--- src/rtl/regfile_write_arbiter.sv ---
// regfile_write_arbiter: round-robin arbiter for the single register-file write port (ALU vs load writeback).
// Latency: grant is combinational in the request cycle; the write appears on wr_* one cycle later.
// Backpressure: at most one ready per cycle, none under hold or reset; the output stage itself never stalls.
module regfile_write_arbiter #(
  parameter int WIDTH = 32,
  parameter int AW    = 5
) (
  input  logic             clk,
  input  logic             r,
  input  logic             hold,
  input  logic             req0_valid,
  input  logic [AW-1:0]    req0_rd,
  input  logic [WIDTH-1:0] req0_data,
  output logic             req0_ready,
  input  logic             req1_valid,
  input  logic [AW-1:0]    req1_rd,
  input  logic [WIDTH-1:0] req1_data,
  output logic             req1_ready,
  output logic [AW-1:0]    wr_rd,
  output logic [WIDTH-1:0] wr_data,
  output logic             wr_en,
  output logic             last_grant
);

  // Round-robin pointer: 0 favours requester 0, 1 favours requester 1.
  logic             prio_q, prio_d;

  // Registered output stage feeding the register file write port.
  logic             wr_en_q, wr_en_d;
  logic [AW-1:0]    wr_rd_q, wr_rd_d;
  logic [WIDTH-1:0] wr_data_q, wr_data_d;

  // Grant decode and selected write.
  logic             grant0, grant1, xfer;
  logic [AW-1:0]    sel_rd;
  logic [WIDTH-1:0] sel_data;

  // Grant decode: a lone requester wins outright, contention goes to the pointer holder.
  always_comb begin
    grant0 = 1'b0;
    grant1 = 1'b0;
    if (!r && !hold) begin
      if (req0_valid && req1_valid) begin
        grant0 = ~prio_q;
        grant1 = prio_q;
      end else begin
        grant0 = req0_valid;
        grant1 = req1_valid;
      end
    end
  end

  assign req0_ready = grant0;
  assign req1_ready = grant1;
  assign xfer       = grant0 | grant1;
  assign sel_rd     = grant1 ? req1_rd   : req0_rd;
  assign sel_data   = grant1 ? req1_data : req0_data;

  // Next state: pointer flips away from the winner; x0 writes are consumed without enabling the write.
  always_comb begin
    prio_d    = prio_q;
    wr_en_d   = 1'b0;
    wr_rd_d   = wr_rd_q;
    wr_data_d = wr_data_q;
    if (xfer) begin
      prio_d    = grant0;
      wr_en_d   = (sel_rd != '0);
      wr_rd_d   = sel_rd;
      wr_data_d = sel_data;
    end
  end

  // State update; reset wins over any transfer in the same cycle.
  always_ff @(posedge clk) begin
    if (r) begin
      prio_q    <= 1'b0;
      wr_en_q   <= 1'b0;
      wr_rd_q   <= '0;
      wr_data_q <= '0;
    end else begin
      prio_q    <= prio_d;
      wr_en_q   <= wr_en_d;
      wr_rd_q   <= wr_rd_d;
      wr_data_q <= wr_data_d;
    end
  end

  // A write sitting in the output stage when reset arrives is masked so the register file never captures it.
  assign wr_en      = wr_en_q & ~r;
  assign wr_rd      = wr_rd_q;
  assign wr_data    = wr_data_q;
  assign last_grant = ~prio_q;

endmodule

--- config.mk ---
export PLATFORM = sky130hd
export DESIGN_NAME = regfile_write_arbiter
export DESIGN_NICKNAME = d
export VERILOG_FILES = /design/src/rtl/regfile_write_arbiter.sv
export SDC_FILE = /design/constraint.sdc
export NUM_CORES = 1
export LEC_CHECK = 0
export CAP_MARGIN = 15
export CORE_ASPECT_RATIO = 0.7
export CORE_MARGIN = 5
export CORE_UTILIZATION = 43
export CTS_CLUSTER_SIZE = 8
export DETAILED_ROUTE_END_ITERATION = 8
export HOLD_SLACK_MARGIN = 0.02
export PLACE_DENSITY = 0.95
export SETUP_SLACK_MARGIN = 0.3
export SKIP_LAST_GASP = 1
export SLEW_MARGIN = 20
export SYNTH_ARGS = -nofsm -noshare
export SYNTH_HDL_FRONTEND = slang
export SYNTH_SLANG_ARGS = --single-unit
--- constraint.sdc ---
create_clock -name clk -period 2.25 [get_ports clk]
set_input_delay 0.225 -clock clk [delete_from_list [all_inputs] [get_ports clk]]
set_output_delay 0.225 -clock clk [all_outputs]
set_load 0.01 [all_outputs]
== After elaboration in Yosys (flattened, before gate mapping) ==
Cells that the tools add are included.

* Mux-type cells: 6
* Bitwise logic cells: 5
* Reduce and logical (&&, ||, !) cells: 6

{| class="wikitable"
|+ Operators with widths
! kind !! count
|-
| two-way mux 32 bit || 1
|-
| two-way mux 5 bit || 1
|-
| nonzero test 5 bit || 1
|-
| two-way mux 1 bit || 4
|-
| inverter 1 bit || 3
|-
| logical AND 1 bit || 2
|-
| zero test 1 bit || 2
|-
| OR reduction 2 bit || 1
|-
| bitwise AND 1 bit || 1
|-
| OR 1 bit || 1
|}

* Register bits: 39
* Input bits: 79
* Word-level logic and storage cells: 21

== Logic depth before layout (Yosys ltp) ==
* Depth in word-level cells: 6
* Depth in mapped cells: 5
* Mapped depth without buffers: 3

== Worst setup path before layout ==
OpenSTA, ideal clock, no wires.

* Path kind: input -> register
* Start: input port hold
* End: register wr_data_q[10], in the netlist wr_data[10]
* Setup time: 133 ps
* Data arrival time: 1100 ps
* Path slack: 1016 ps
* Cell stages on the path: 5
* Buffers on the path: 2
* Cells stage by stage: or2_1 > buf_6 > buf_4 > nor4b_1 > nor4_1

* Cells in the longest elaborated chain, start to end: 4
* Elaborated cells on any way between the ends: 6

{| class="wikitable"
|+ Ends and longest elaborated chain
! element !! RTL line !! RTL
|-
| start, declared || 10 || <nowiki>input logic hold,</nowiki>
|-
| zero test 1 bit (*) || 42 || <nowiki>if (!r && !hold) begin</nowiki>
|-
| logical AND 1 bit (*) || 42 ||
|-
| two-way mux 1 bit || 42 ||
|-
| two-way mux 32 bit or OR 1 bit (tied branches) || 57, 55 ||
|-
| end signal, assigned || 84 || <nowiki>wr_data_q <= wr_data_d;</nowiki>
|-
| end, declared || 31 || <nowiki>logic [WIDTH-1:0] wr_data_q, wr_data_d;</nowiki>
|}

Every way passes the cells marked *; elsewhere a longest branch is shown, timed or not.
A chain may end at the register's enable or synchronous reset.

== Worst setup path in the final report ==
* Start: input port r
* End: output port req1_ready

* Cells in the longest elaborated chain, start to end: 3

{| class="wikitable"
|+ Ends and longest elaborated chain
! element !! RTL line !! RTL
|-
| start, declared || 9 || <nowiki>input logic r,</nowiki>
|-
| zero test 1 bit || 42 ||
|-
| logical AND 1 bit || 42 ||
|-
| two-way mux 1 bit || 42 ||
|-
| end, declared || 18 || <nowiki>output logic req1_ready,</nowiki>
|}

Every way passes these cells.

==> impl_results.md <==
* Fin area at 3635 sq um
* HP Class: flop to flop
* Tot Pwr at 0.001800 W
* CP endpoint kind: primary output
* Grt ovf at 0
* GP Congestion at 0.7315
* Ant. Diodes at 0
* Crit path buffers/inverters at 3
* CTS tree: yes
* WL final at 8204 um
* Synth-to-layout area growth at 53.95%
* Die ar. at 7096 sq um
* Power per cell area at 495.1 nW/um^2
* Sink Count at 39
* Max cap viols at 0
* Initial antenna violation count at 0
* Final setup violation count at 0
* Bufs on Longest Clock Path at 2
* Hold-fix buffer count after cts at 0
* Post-Place Setup Slack at 0.07405 ns
* Outcome: complete, no violations
* Most frequent CP cell: clkdlybuf4s50_1
* Data required, critical path at 2.03 ns
* Worst path max stage delay at 0.56 ns
* Post-synthesis cell count at 245
* Via count at 2610
* Layout cells sized above 1 at 15.36%
* Maximum VDD drop at 0.0002743 V
* CP Launch Type: input pin
* CP max-delay cell: clkdlybuf4s50_1
* Hold Fails Final Rpt at 0
* Period utilization at 81.80%
* Hold WS at 0.5175 ns
* Yosys reg bits at 39
* Simple-Gate Fraction of Synth Area at 33.23%
* Floorplan row count at 22
* Synth warnings at 0
* Die H at 72.00 um
* First-pass GRT wire length at 13010 um
* Max-slew headroom at 59.26%
* LEAKAGE at 1.117 nW
* Initial drt markers at 121
* I/O pin total at 120
* Die W at 98.57 um
* Worst path cell trace: clkdlybuf4s50_1, buf_4, nor2_4, and3_1, clkdlybuf4s50_1
* Final setup margin at 0.4095 ns
* Fin Setup TNS at 0 ns
* Worst slew pin tran at 0.6111 ns
* Commonest cells after routing, fill and taps aside: 117 x clkdlybuf4s50_1, 38 x a21oi_1, 38 x dfxtp_1, 36 x nor4_1, 27 x a2111oi_0
* Post-Syn Area at 2361 sq um
* Clk pin slew, worst setup/hold paths at 0.07 ns
* Max Slew Vio Count at 0
* Clock buffer count from CTS at 5
* Synth Area in Compound Gates at 23.95%
* GRT Overall Usage at 22.36%
* Core footprint at 5285 sq um
* Dpl hpwl at 5435 um
* Arrival time worst endpoint at 1.62 ns
* H-tree levels at 2
* Commonest non-fill, non-tap cell in the layout: clkdlybuf4s50_1
* RSZ-0062 raised after global routing: false
* Main combinational cell family by area after synthesis: simple AND/OR/NAND/NOR gates
* CP Max Fanout at 3
* Dpl cell area at 3525 sq um
* Minimum clock period at 1.840 ns
* Mux contribution to synthesized area at 0%
* Vias in the first global route at 2502
* Initial Util at 44.67%
* Seq/Total Area, Yosys at 33.07%
* Avg Synthesized Cell Area at 9.637 sq um
* Adder-Cell Fraction of Synth Area at 0%
* Fmax at 0.5433 GHz
* IO Port Bufs at 119
* Post-synthesis net count at 324
* Setup Crit Path Kind: input pin to primary output
* Clk_skew at 0.006518 ns
* Drt drc at 0
* Delay-heaviest family, CP: buffers and inverters
* Clock Root Buffer: clkbuf_8
* Largest net degree at the start of global routing at 75
* # nets final at 423
* Worst-Skew Late Latency at 0.29 ns
* Library cells used by synthesis at 27
* Avg WL per Cell at 19.67 um
* Drt pass-1 iters at 4
* Vias per cell at 6.259
* Antenna Violating Nets Remaining at 0
* XOR/XNOR Fraction of Synth Area at 0%
-- logic make-up (layout without fill, tap and decap cells) --
family | Yosys count | count (layout)
compound gates | 79 | 79
flops | 39 | 39
simple gates | 85 | 85
buf+inv | 42 | 142
-- worst reg2reg max path: stages, from the launching register on --
cell     delay, ns
dfxtp_4       0.40
buf_6         0.18
nor2b_4       0.12
buf_4         0.30
nor4b_1       0.10
nor4_1        0.28
-- stage by stage --
stage | utilization, % | cells
after floorplan | - | 245
after global placement | 66.69 | 409
after detailed placement | 66.69 | 409
after CTS | 68.58 | 417
after global routing | 68.77 | 417
final | 68.77 | 417
-- synth_stat cells, drive strengths merged --
master / count / share of area, %
a2111oi: 37 / 14
a211oi: 2 / 0.85
a21oi: 38 / 8.1
a311oi: 1 / 0.37
and3: 1 / 0.27
buf: 15 / 5.3
clkbuf: 25 / 4.1
dfxtp: 39 / 33
inv: 2 / 0.32
nand2: 1 / 0.16
nand2b: 1 / 0.27
nor2: 2 / 0.42
nor2b: 2 / 0.53
nor4: 37 / 10
nor4b: 37 / 20
o21ba: 1 / 0.42
or2: 2 / 0.53
or4: 2 / 0.64
-- cell type report --
type / instances / area [sq um]
tap: 72 / 90.09
sequential: 39 / 784.5
multi-input combinational: 164 / 1363
clock buffer: 8 / 100.1
inverter: 2 / 7.507
fill: 423 / 1650
timing repair buffer: 132 / 1290
-- where the power goes --
part	total [W]	leakage, nW	switching, W	internal (W)
Clock	0.000533	0.0515	0.000252	0.000280
Sequential	0.000763	0.322	0.0000278	0.000735
Combinational	0.000504	0.744	0.000230	0.000274
Total	0.00180	1.12	0.000510	0.00129
-- final timing paths --
kind | startpoint | to | slack (ns) | cells after the start
setup / recovery | r | req1_ready | 0.41 | 5
hold / removal | wr_data[14] | wr_data[14] | 0.52 | 2
setup reg to reg | prio_q | wr_data[16] | 0.76 | 5
hold reg to reg | wr_data[14] | wr_data[14] | 0.52 | 2
-- registers in the layout (all words and copies together), names as in the netlist --
name / cells
prio_q: 1
wr_data: 32
wr_en_q: 1
wr_rd: 5
-- routing by layer --
metal | track usage [%] | wire length [um] | vias up
li1 | - | - | 1209
met5 | 0 | 0 | -
met3 | 7.685 | 756 | 8
met2 | 34.76 | 3787 | 131
met1 | 30.39 | 3584 | 1262
met4 | 4.545 | 75 | 0
-- what timing repair did --
item	CTS	global route
hold endpoints to repair	0	0
resized for setup	2	3
buffers inserted	0	0
setup endpoints to repair	3	9
No activity file was read; power rests on OpenSTA's default activity.
